==> config.mk <==
export PLATFORM = sky130hd
export DESIGN_NAME = axis_pkt_rr_arbiter
export DESIGN_NICKNAME = d
export VERILOG_FILES = /design/src/rtl/axis_pkt_rr_arbiter.sv
export SDC_FILE = /design/constraint.sdc
export NUM_CORES = 1
export LEC_CHECK = 0
export ABC_AREA = 1
export BUFFER_PORTS_ARGS = -buffer_cell sky130_fd_sc_hd__buf_2
export CORE_AREA = 8 8 138 140
export DETAILED_ROUTE_END_ITERATION = 12
export DIE_AREA = 0 0 146 148
export MAX_ROUTING_LAYER = met4
export PLACE_DENSITY = 0.67
export SETUP_SLACK_MARGIN = 0.15
export SYNTH_ARGS = -nofsm -noshare
export SYNTH_HDL_FRONTEND = slang
export SYNTH_SLANG_ARGS = --single-unit
==> constraint.sdc <==
create_clock -name clk -period 2.2 [get_ports clk]
set_clock_uncertainty 0.2 [all_clocks]
set_input_delay 0.22 -clock clk [delete_from_list [all_inputs] [get_ports clk]]
set_output_delay 0.22 -clock clk [all_outputs]
set_load 0.01 [all_outputs]
==> src/rtl/axis_pkt_rr_arbiter.sv <==
// Packet-granular round-robin AXI-Stream arbiter with wormhole grant lock.
// Optional stall watchdog enabled by defining AXIS_PKT_ARB_WATCHDOG_EN.
module axis_pkt_rr_arbiter #(
    parameter int WIDTH           = 64,
    parameter int NUM_INPUTS      = 4,
    parameter int WD_TIMEOUT_LOG2 = 10
) (
    input  logic                            clk,
    input  logic                            reset,
    input  logic [WIDTH*NUM_INPUTS-1:0]     s_axis_tdata,
    input  logic [NUM_INPUTS-1:0]           s_axis_tlast,
    input  logic [NUM_INPUTS-1:0]           s_axis_tvalid,
    output logic [NUM_INPUTS-1:0]           s_axis_tready,
    output logic [WIDTH-1:0]                m_axis_tdata,
    output logic                            m_axis_tlast,
    output logic                            m_axis_tvalid,
    input  logic                            m_axis_tready,
    output logic                            active,
    output logic [$clog2(NUM_INPUTS)-1:0]   cur_port,
    output logic [31:0]                     pkt_count,
    output logic                            deadlock_detected
);

    localparam int PW = $clog2(NUM_INPUTS);
    localparam logic [PW:0] NUM_W = (PW+1)'(NUM_INPUTS);

    typedef enum logic {IDLE, PASS} state_t;

    state_t        state;
    logic [PW-1:0] last_port;
    logic [PW-1:0] next_port;
    logic          req_found;
    logic          handshake;
    logic [PW:0]   scan_idx;

    // Round-robin scan starting just after the last port that completed a packet.
    always_comb begin
        // NOTE: every variable gets a default first so no latch is inferred.
        next_port = '0;
        req_found = 1'b0;
        scan_idx  = '0;
        for (int k = 1; k <= NUM_INPUTS; k++) begin
            scan_idx = {1'b0, last_port} + (PW+1)'(k);
            if (scan_idx >= NUM_W)
                scan_idx = scan_idx - NUM_W;
            if (!req_found && s_axis_tvalid[scan_idx[PW-1:0]]) begin
                req_found = 1'b1;
                next_port = scan_idx[PW-1:0];
            end
        end
    end

    always_comb begin
        m_axis_tdata  = '0;
        m_axis_tlast  = 1'b0;
        m_axis_tvalid = 1'b0;
        s_axis_tready = '0;
        if (state == PASS) begin
            m_axis_tdata            = s_axis_tdata[int'(cur_port)*WIDTH +: WIDTH];
            m_axis_tlast            = s_axis_tlast[cur_port];
            m_axis_tvalid           = s_axis_tvalid[cur_port];
            s_axis_tready[cur_port] = m_axis_tready;
        end
    end

    assign handshake = m_axis_tvalid && m_axis_tready;

    always_ff @(posedge clk or posedge reset) begin
        if (reset) begin
            state     <= IDLE;
            cur_port  <= '0;
            last_port <= PW'(NUM_INPUTS-1);
            active    <= 1'b0;
            pkt_count <= '0;
        end else begin
            // NOTE: sequential state uses non-blocking assignments only.
            case (state)
                IDLE: begin
                    if (req_found) begin
                        cur_port <= next_port;
                        state    <= PASS;
                        active   <= 1'b1;
                    end
                end
                PASS: begin
                    if (handshake && m_axis_tlast) begin
                        last_port <= cur_port;
                        pkt_count <= pkt_count + 32'd1;
                        state     <= IDLE;
                        active    <= 1'b0;
                    end
                end
                default: state <= IDLE;
            endcase
        end
    end

`ifdef AXIS_PKT_ARB_WATCHDOG_EN
    logic [WD_TIMEOUT_LOG2-1:0] wd_cnt;
    logic [WD_TIMEOUT_LOG2-1:0] wd_next;
    logic                       wd_flag;

    // Saturating count of stalled cycles while a grant is held.
    always_comb begin
        wd_next = (&wd_cnt) ? wd_cnt : wd_cnt + 1'b1;
    end

    always_ff @(posedge clk or posedge reset) begin
        if (reset) begin
            wd_cnt  <= '0;
            wd_flag <= 1'b0;
        end else if (state != PASS || handshake) begin
            wd_cnt  <= '0;
            wd_flag <= 1'b0;
        end else begin
            wd_cnt  <= wd_next;
            wd_flag <= &wd_next;
        end
    end

    assign deadlock_detected = wd_flag;
`else
    assign deadlock_detected = 1'b0;
`endif

endmodule

==> results of run 1 <==
layer usage:
layer / GRT usage [%] / vias up
li1: - / 3383
met1: 32.68 / 3460
met2: 42.21 / 441
met3: 9.324 / 51
met4: 7.058 / 0
met5: - / -
final timing paths:
check | startpoint | to | slack [ps] | cells past startpoint
setup / recovery | cur_port[0]$_DFFE_PP0P_ | m_axis_tdata[7] | -30 | 7
hold / removal | reset | state$_DFF_PP0_ | 250 | 3
setup reg to reg | cur_port[1]$_DFFE_PP0P_ | active$_DFFE_PP0P_ | 70 | 10
hold reg to reg | active$_DFFE_PP0P_ | active$_DFFE_PP0P_ | 300 | 2
max in group asynchronous | reset | pkt_count[16]$_DFFE_PP0P_ | 830 | 4
min in group clk | active$_DFFE_PP0P_ | active$_DFFE_PP0P_ | 300 | 2
critical path, stage by stage (launching register included):
cell and delay (ps):
dfrtp_2 470, nand2_4 130, inv_8 50, buf_12 140, buf_12 140, a22oi_1 260, a31oi_1 140, buf_2 180
state kept, by name, indices dropped and copies added (netlist names):
| signal | flops |
|---|---|
| pkt_count | 32 |
| cur_port | 2 |
| last_port | 2 |
| active | 1 |
| state | 1 |
kinds of logic (layout without fill, tap and decap cells):
kind of cell / after synthesis / count (layout)
buf+inv: 95 / 484
xor+xnor: 14 / 14
flops: 38 / 38
other cells: 1 / 19
compound gates: 144 / 144
simple gates: 440 / 442
fa+ha+maj: 1 / 1
power breakdown:
part | leakage, nW | internal, mW | total (mW) | switching [mW]
Sequential | 0.499 | 0.841 | 1.03 | 0.190
Clock | 0.0833 | 0.513 | 0.796 | 0.283
Combinational | 3.31 | 3.74 | 8.44 | 4.70
Total | 3.89 | 5.09 | 10.3 | 5.17
synthesized netlist by cell type (2+ instances only):
cell type | number | area [µm²]
nand3b_1 | 14 | 105.1
xor2_1 | 9 | 78.83
o21ai_0 | 5 | 25.02
inv_1 | 29 | 108.9
nand3_1 | 142 | 710.7
o21ai_1 | 9 | 45.04
buf_2 | 21 | 105.1
buf_4 | 6 | 45.04
a31oi_1 | 64 | 400.4
nand2_1 | 216 | 810.8
nor3_1 | 8 | 40.04
nand4_1 | 4 | 25.02
a22oi_1 | 64 | 480.5
nor2_2 | 3 | 18.77
clkbuf_1 | 30 | 112.6
nor2_1 | 50 | 187.7
dfstp_2 | 2 | 52.55
xnor2_1 | 5 | 43.79
dfrtp_1 | 36 | 900.9
inv_2 | 4 | 15.01
buf_1 | 2 | 7.510
cell type report:
type | instances | area [µm²] | area share [%]
sequential | 38 | 958.4 | 12.22
timing repair buffer | 440 | 2937 | 37.43
tap | 225 | 281.5 | 3.589
multi-input combinational | 602 | 3287 | 41.90
antenna | 18 | 45.04 | 0.5742
inverter | 35 | 153.9 | 1.962
clock buffer | 8 | 166.4 | 2.121
timing repair inverter | 1 | 16.27 | 0.2073
stage by stage:
stage	cell area (µm²)	std cells	setup TNS, ps
global placement	6529	1294	0
detailed placement	6529	1294	0
CTS	7430	1330	0
finish	7845	1367	-32.12
floorplan	4397	733	0
global route	7838	1364	-1374
repair_timing:
item                                    in CTS  in global routing
endpoints found under the setup margin      81                103
setup buffers                               14                 14
cloned                                      13                  5
hold buffers                                 1                  0
endpoints found under the hold margin        6                  0
gates resized for setup                     61                 39
pin swaps                                   12                 15
==> results.md, run 1 <==
- Post-Synth XOR/XNOR Area: 2.789%
- Synth async-reset ratio: 100.0%
- Crit path DAT: 1810 ps
- Synth Area in Compound Gates: 21.88%
- GR Util All Layers: 27.00%
- Simple-Gate Fraction of Synth Area: 43.82%
- Core area: 0.01694 mm²
- Drt first pass iters: 5
- PwrDens: 1308 mW/mm²
- Avg Cell Area, Syn: 5.998 µm²
- Final net count: 1391
- CTS clk-pin slew, worst paths: 60 ps
- Number of distinct library cells after synthesis: 31
- Endpoints failing setup: 2
- # fillers: 1774
- WL met3: 3.871 mm
- Hold Path Class: primary input to async pin
- Unrepaired setup endpoints after global routing: yes
- Pre-CTS WS: 99.81 ps
- Fin crit period: 2228 ps
- Met1 WL: 11.57 mm
- CTS tree: done
- Mux cell area share after synthesis: 0%
- Final wirelength: 30.96 mm
- Post-synth EDFFs: 0
- Cell row count: 48
- Register area share after synthesis: 21.68%
- Clock Tree Buf Depth: 2
- RD Place Congestion: 1.003
- Violated checks: setup timing
- # IOs: 373
- Layout cell share with drive strength beyond 1: 45.02%
- DIE AREA: 0.02161 mm²
- Final ANT Viol Nets: 0
- Max VDD drop: 0.6281 mV
- Total number of vias: 7335
- Num CTS Buffers: 5
- Largest family of logic cells by synthesized area: simple AND/OR/NAND/NOR gates
- Crit path launch type: flip-flop
- CP Class: flip-flop to primary output
- First-pass GRT wire length: 43.88 mm
- WL per Instance: 22.65 µm
- Crit share post-route: 101.3%
- Final Util: 46.32%
- #FFs+latches synth: 38
- Clock root cell: clkbuf_16
- Area growth from synthesis to layout: 78.43%
- Die Wd: 146 µm
- Worst-path maximum fanout: 7
- Initial antenna violation count: 18
- Clock latency on the worst-skew pair: 280 ps
- Initial Util: 25.96%
- DR top layer: met4
- Most common cell after layout, fill and taps aside: buf_2
- Number of global-route vias before repair: 7043
- Syn_nets: 1001
- Worst EP required: 1780 ps
- Most frequent cells in the layout: buf_2 (362), nand2_1 (210), nand3_1 (142), a31oi_1 (60), nor2_1 (47)
- Yosys synthesis warning count: 0
- Status: finished, violations left
- Fin. Hold Viols: 0
- Post-DP HPWL: 23.03 mm
- Number of remaining DRC errors: 0
- Synthesized instance count: 733
- Post-synth top flop: dfrtp_1
- LEAKAGE: 3.889 nW
- Upper clock frequency limit: 448.9 MHz
- DIE HEIGHT: 148 µm
- TritonCTS Sinks: 38
- Maxcap violations: 0
- Post-Synth Adder-Cell Area: 0.2846%
- Max-slew violations: 0
- Pwr Total: 10.26 mW
- Met2 Wirelength: 14.85 mm
- Remaining Overflow, GRT: 0
- Cell Area, Synth: 0.004397 mm²
- Final worst slack: -27.81 ps
- IO buf count: 371
- Largest net degree at the start of global routing: 35
- WHS: 251.7 ps
- H-tree levels: 2
- Crit. End Element: primary output
- Via density: 5.366
- Starting DRT DRC Count: 727
No activity file was read; power rests on OpenSTA's default activity.
==> inputs of run 2 (changes only) <==
CORE_AREA = 2 2 144 146   (was 8 8 138 140)
PLACE_DENSITY = 0.59   (was 0.67)
==> results.md, run 2 (synthesis results as in run 1) <==
- Core area: 0.02004 mm² (was 0.01694 mm²)
- Via density: 5.286 (was 5.366)
- Unrepaired setup endpoints after global routing: yes (unchanged)
- Die Wd: 146 µm (unchanged)
- Number of global-route vias before repair: 6840 (was 7043)
- Most common cell after layout, fill and taps aside: buf_2 (unchanged)
- Int Pwr: 5.193 mW (was 5.092 mW)
- Initial Util: 21.94% (was 25.96%)
- WHS: 190.1 ps (was 251.7 ps)
- Biggest register: pkt_count (unchanged)
- Clock Power Share: 6.9% (was 7.8%)
- Max reg flops: 32 (unchanged)
- Final worst slack: -43.68 ps (was -27.81 ps)
- Endpoints failing setup: 14 (was 2)
- Violated checks: setup timing (unchanged)
- H-tree levels: 2 (unchanged)
- CP Class: flip-flop to primary output (unchanged)
- FF/Latch Area: 958.4 µm² (unchanged)
- Initial antenna violation count: 16 (was 18)
- Crit-path cells: buf_12 -> nand2_8 -> inv_8 -> buf_12 -> buf_12 -> a22oi_1 -> a31oi_2 -> buf_2 (was nand2_4 -> inv_8 -> buf_12 -> buf_12 -> a22oi_1 -> a31oi_1 -> buf_2)
- LEAKAGE: 3.941 nW (was 3.889 nW)
- Pre-CTS WS: 30.37 ps (was 99.81 ps)
- Remaining Overflow, GRT: 0 (unchanged)
- Layout cell share with drive strength beyond 1: 45.78% (was 45.02%)
- Worst-path maximum fanout: 7 (unchanged)
- Final net count: 1392 (was 1391)
- Total number of vias: 7475 (was 7335)
- CTS tree: done (unchanged)
- Status: finished, violations left (unchanged)
- Setup TNS: -249.5 ps (was -32.12 ps)
- Clock Tree Buf Depth: 2 (unchanged)
- Reg power frac: 9.5% (was 10.0%)
- Switching Share: 50.80% (was 50.39%)
- Fin crit period: 2244 ps (was 2228 ps)
- # fillers: 2188 (was 1774)
- Starting DRT DRC Count: 659 (was 727)
- Crit share post-route: 102.0% (was 101.3%)
- Largest regs: pkt_count x32, cur_port x2, last_port x2 (unchanged)
- Upper clock frequency limit: 445.7 MHz (was 448.9 MHz)
- DIE HEIGHT: 148 µm (unchanged)
- Drt first pass iters: 5 (unchanged)
- Crit path DAT: 1820 ps (was 1810 ps)
- CP dominant cell by count: buf_12 (unchanged)
- Multi-input gate area: 0.003311 mm² (was 0.003287 mm²)
- WL per Instance: 22.09 µm (was 22.65 µm)
- Final ANT Viol Nets: 0 (unchanged)
- CTS clk-pin slew, worst paths: 60 ps (about the same)
- Max-slew violations: 0 (unchanged)
- RD Place Congestion: 0.9529 (was 1.003)
- Clock root cell: clkbuf_16 (unchanged)
- Worst EP required: 1780 ps (about the same)
- Number of remaining DRC errors: 0 (unchanged)
- Crit path launch type: flip-flop (unchanged)
- Num CTS Buffers: 5 (unchanged)
- Slowest stage delay, CP: 460 ps (was 470 ps)
- Sw Pwr: 5.361 mW (was 5.172 mW)
- Cell row count: 52 (was 48)
- First-pass GRT wire length: 43.44 mm (was 43.88 mm)
- Post-DP HPWL: 21.64 mm (was 23.03 mm)
- Largest net degree at the start of global routing: 65 (was 35)
- # IOs: 373 (unchanged)
- Clock latency on the worst-skew pair: 280 ps (about the same)
- Max VDD drop: 0.5697 mV (was 0.6281 mV)
- DIE AREA: 0.02161 mm² (unchanged)
- Fin. Hold Viols: 0 (unchanged)
- GR Util All Layers: 27.20% (was 27.00%)
- Most frequent cells in the layout: buf_2 (366), nand2_1 (206), nand3_1 (142), a31oi_1 (58), nor2_1 (47) (was buf_2 (362), nand2_1 (210), nand3_1 (142), a31oi_1 (60), nor2_1 (47))
- Maxcap violations: 0 (unchanged)
- PwrDens: 1320 mW/mm² (was 1308 mW/mm²)
- Hold Path Class: primary input to async pin (unchanged)
- Crit. End Element: primary output (unchanged)
- Area growth from synthesis to layout: 81.87% (was 78.43%)
- TritonCTS Sinks: 38 (unchanged)
- IO buf count: 371 (unchanged)
- Logic pwr share: 83.5% (was 82.2%)
- Final wirelength: 31.24 mm (was 30.96 mm)
- Slowest cell on the critical path: dfrtp_2 (unchanged)
## run 2: cell count changes in the layout (fill, tap and decap cells not counted), sizes merged
cell,delta
bufbuf,-1
clkbuf,+3
clkinv,+1
diode,+1
inv,-1
nand2,-1
## run 2: what timing repair did
| action | in CTS | in global routing |
|---|---|---|
| gates cloned | 13 | 7 |
| pin swaps | 15 | 16 |
| buffers inserted | 22 | 12 |
| hold endpoints to repair | 3 | 0 |
| endpoints found under the setup margin | 86 | 102 |
| hold buffers | 1 | 0 |
| gates resized for setup | 62 | 37 |
## run 2: per-layer routing
metal / part of all wire (%) / GRT usage (%) / up-vias
li1: - / - / 3380
met1: 41 / 35.69 / 3563
met2: 46 / 42.10 / 467
met3: 11 / 7.346 / 65
met4: 2.0 / 5.971 / 0
met5: 0 / - / -
## run 2: final cells by class
class / instances / share of cell area [%]
clock inverters: 1 / 0.06259
repair buffers: 443 / 37.76
well taps: 270 / 4.225
flip-flops and latches: 38 / 11.99
inverters: 35 / 2.191
diodes: 19 / 0.5946
clock buffers: 7 / 1.784
multi-input cells: 601 / 41.40
## run 2: critical path: cells and delay by family (launching register included)
kind	cells	cell delay, ps
buf+inv	5	650
flops	1	460
compound gates	2	340
simple gates	1	80
## run 2: path summary, 6_finish.rpt
path / slack, ps / to / cells past startpoint / start
max: -40 / m_axis_tdata[33] / 8 / cur_port[0]$_DFFE_PP0P_
min: 190 / cur_port[1]$_DFFE_PP0P_ / 3 / reset
max reg2reg: 90 / pkt_count[29]$_DFFE_PP0P_ / 13 / cur_port[1]$_DFFE_PP0P_
min reg2reg: 280 / active$_DFFE_PP0P_ / 2 / active$_DFFE_PP0P_
max in group asynchronous: 910 / last_port[0]$_DFFE_PP1P_ / 4 / reset
min in group clk: 280 / active$_DFFE_PP0P_ / 2 / active$_DFFE_PP0P_
## run 2: stage by stage
| stage | instances | util (%) | power (mW) | area (µm²) |
|---|---|---|---|---|
| after global placement | 1332 | 32.72 | 6.942 | 6558 |
| after floorplan | 733 | - | 4.492 | 4397 |
| after global routing | 1410 | 39.85 | 11.15 | 7986 |
| after detailed placement | 1332 | 32.72 | 6.941 | 6558 |
| after CTS | 1376 | 37.59 | 9.747 | 7533 |
| final | 1414 | 39.90 | 10.55 | 7996 |
## run 2: power groups by stage
stage	clock [mW]	combinational (mW)	sequential [mW]
finish	0.731	8.82	1.01
global route	0.773	9.35	1.03
CTS	0.740	7.99	1.02
detailed placement	0	5.89	1.05
global placement	0	5.90	1.04
floorplan	0	3.52	0.968
==> inputs of run 3 (changes only) <==
CORE_AREA = 2 2 143 145   (was 2 2 144 146)
DIE_AREA = 0 0 145 147   (was 0 0 146 148)
PLACE_DENSITY = 0.6   (was 0.59)
REMOVE_ABC_BUFFERS = 1   (was not set)
clock period = 2.68 ns   (was 2.2 ns; I/O delays follow)
==> results.md, run 3 (synthesis results as in run 1) <==
- Grt peak-use layer: met2 (unchanged)
- Worst-path maximum fanout: 119 (was 7)
- Final worst slack: 171.6 ps (was -43.68 ps)
- Num CTS Buffers: 5 (unchanged)
- R2R depth: 10 (was 13)
- WHS Path Cells: 2
- Met1 Use GR: 25.36% (was 35.69%)
- Via density: 5.096 (was 5.286)
- Number of remaining DRC errors: 0 (unchanged)
- WHS: 303.3 ps (was 190.1 ps)
- IO buf count: 371 (unchanged)
- GR Util All Layers: 21.97% (was 27.20%)
- Area growth from synthesis to layout: 52.56% (was 81.87%)
- Logic pwr share: 77.0% (was 83.5%)
- Largest regs: pkt_count x32, cur_port x2, last_port x2 (unchanged)
- Worst rel slew slack: 66.12%
- First-pass GRT wire length: 36.03 mm (was 43.44 mm)
- Layout cell share with drive strength beyond 1: 38.25% (was 45.78%)
- Remaining Overflow, GRT: 0 (unchanged)
- Drt first pass iters: 8 (was 5)
- Biggest register: pkt_count (unchanged)
- Total number of vias: 6854 (was 7475)
- Fin crit period: 2508 ps
- CTS clk-pin slew, worst paths: 60 ps (about the same)
- Clock latency on the worst-skew pair: 280 ps (about the same)
- R2r startpoint: cur_port[1]$_DFFE_PP0P_ (unchanged)
- Pre-CTS WS: 455.8 ps (was 30.37 ps)
- Largest net degree at the start of global routing: 120 (was 65)
- Int Pwr: 2.786 mW (was 5.193 mW)
- Crit share post-route: 93.60%
- Fin. Hold Viols: 0 (unchanged)
- Most common cell after layout, fill and taps aside: buf_2 (unchanged)
- Max reg flops: 32 (unchanged)
- Reg2Reg Setup Slack: 450 ps (was 90 ps)
- Switching Share: 56.01% (was 50.80%)
- PwrDens: 944.3 mW/mm² (was 1320 mW/mm²)
- Core area: 0.01984 mm² (was 0.02004 mm²)
- Unrepaired setup endpoints after global routing: yes (unchanged)
- R2r endpoint: pkt_count[2]$_DFFE_PP0P_ (was pkt_count[29]$_DFFE_PP0P_)
- Clock root cell: clkbuf_16 (unchanged)
- Crit. End Element: primary output (unchanged)
- Worst EP required: 2210 ps (was 1780 ps)
- Crit-path cells: buf_16 -> nand3_1 -> a31oi_1 -> buf_2 (was buf_12 -> nand2_8 -> inv_8 -> buf_12 -> buf_12 -> a22oi_1 -> a31oi_2 -> buf_2)
- CTS tree: done (unchanged)
- M3 GR Usage: 7.547% (was 7.346%)
- Initial Util: 22.16% (was 21.94%)
- Reg power frac: 14.0% (was 9.5%)
- Number of global-route vias before repair: 6414 (was 6840)
- Clock Power Share: 9.1% (was 6.9%)
- Initial antenna violation count: 12 (was 16)
- Final net count: 1331 (was 1392)
- TritonCTS Sinks: 38 (unchanged)
- H-tree levels: 2 (unchanged)
- Crit path launch type: flip-flop (unchanged)
- Crit path DAT: 2040 ps (was 1820 ps)
- Final ANT Viol Nets: 0 (unchanged)
- M2 GR Usage: 36.24% (was 42.10%)
- Slowest cell on the critical path: dfrtp_4 (was dfrtp_2)
- Endpoints failing setup: 0 (was 14)
- Most frequent cells in the layout: buf_2 (371), nand2_1 (216), nand3_1 (142), a22oi_1 (64), a31oi_1 (63) (was buf_2 (366), nand2_1 (206), nand3_1 (142), a31oi_1 (58), nor2_1 (47))
- DIE HEIGHT: 147 µm (was 148 µm)
- Hold path startpoint: active$_DFFE_PP0P_
- Hold Path Class: flip-flop to flip-flop (was primary input to async pin)
- Setup repair bufs after CTS: 0 (was 22)
- CP Class: flip-flop to primary output (unchanged)
- Die Wd: 145 µm (was 146 µm)
- Max-slew violations: 0 (unchanged)
- Worst hold path endpoint: active$_DFFE_PP0P_
- Sw Pwr: 3.547 mW (was 5.361 mW)
- RD Place Congestion: 0.9477 (was 0.9529)
- Starting DRT DRC Count: 432 (was 659)
- Maxcap violations: 0 (unchanged)
- Slew at the pin with the worst max-slew slack: 507.5 ps
- Pwr Total: 6.334 mW (was 10.55 mW)
- # fillers: 2245 (was 2188)
- Upper clock frequency limit: 398.7 MHz
- Final wirelength: 24.88 mm (was 31.24 mm)
- # IOs: 373 (unchanged)
- LEAKAGE: 3.390 nW (was 3.941 nW)
- Status: completed (was finished, violations left)
- Clock Tree Buf Depth: 2 (unchanged)
- WL per Instance: 18.49 µm (was 22.09 µm)
- Max VDD drop: 0.4468 mV (was 0.5697 mV)
- Slowest stage delay, CP: 570 ps (was 460 ps)
- DIE AREA: 0.02132 mm² (was 0.02161 mm²)
- Cell row count: 52 (unchanged)
- Post-DP HPWL: 19.14 mm (was 21.64 mm)
-- run 3: routing by layer --
metal,vias up,share of wire (%)
met5,-,0
met4,0,2.6
met3,49,10
met2,321,48
met1,3241,39
li1,3243,-
-- run 3: layout make-up --
cell class	instances	area (µm²)	area share (%)
Timing Repair Buffer	383	2067	30.82
Clock inverter	2	10.01	0.1492
Tap cell	270	337.8	5.036
Antenna cell	11	27.53	0.4104
Inverter	35	136.4	2.033
Clock buffer	6	128.9	1.921
Sequential cell	38	958.4	14.29
Multi-Input combinational cell	600	3042	45.35
-- run 3: what timing repair did --
item,in CTS,in global routing
setup endpoints to repair,1,14
pin swaps,0,1
resized for setup,1,2
hold buffers,1,0
endpoints found under the hold margin,36,0
cloned,0,2
-- run 3: power groups by stage --
stage	registers, mW	logic (mW)	clock network [mW]
after floorplan	1.08	2.38	0
after global placement	0.894	4.70	0
after detailed placement	0.898	4.69	0
after CTS	0.888	4.73	0.581
after global routing	0.917	5.28	0.612
final	0.886	4.87	0.573
-- run 3: critical path, delay by kind of cell (launching register included) --
kind,cells,cell delay (ps)
simple gates,1,160
flops,1,570
compound gates,1,340
buf+inv,2,560
-- run 3: metrics by stage --
step	instance area [µm²]	util, %	instances	setup TNS (ps)
6_report	6708	33.80	1345	0
5_1_grt	6708	33.80	1345	0
4_1_cts	6620	33.36	1332	0
3_5_place_dp	6465	32.58	1323	0
3_3_place_gp	6465	32.58	1323	0
2_1_floorplan	4115	-	673	-269540
-- run 3: how the worst max path moves through the flow --
stage | from | slack, ps | end | cells after the start
final | cur_port[1]$_DFFE_PP0P_ | 170 | m_axis_tdata[7] | 4
after global routing | cur_port[1]$_DFFE_PP0P_ | 120 | m_axis_tdata[32] | 7
after CTS | cur_port[1]$_DFFE_PP0P_ | 170 | m_axis_tdata[32] | 7
after detailed placement | cur_port[1]$_DFFE_PP0P_ | 460 | m_axis_tdata[33] | 7
after global placement | cur_port[1]$_DFFE_PP0P_ | 500 | pkt_count[5]$_DFFE_PP0P_ | 10
after floorplan | cur_port[1]$_DFFE_PP0P_ | -2910 | pkt_count[2]$_DFFE_PP0P_ | 9
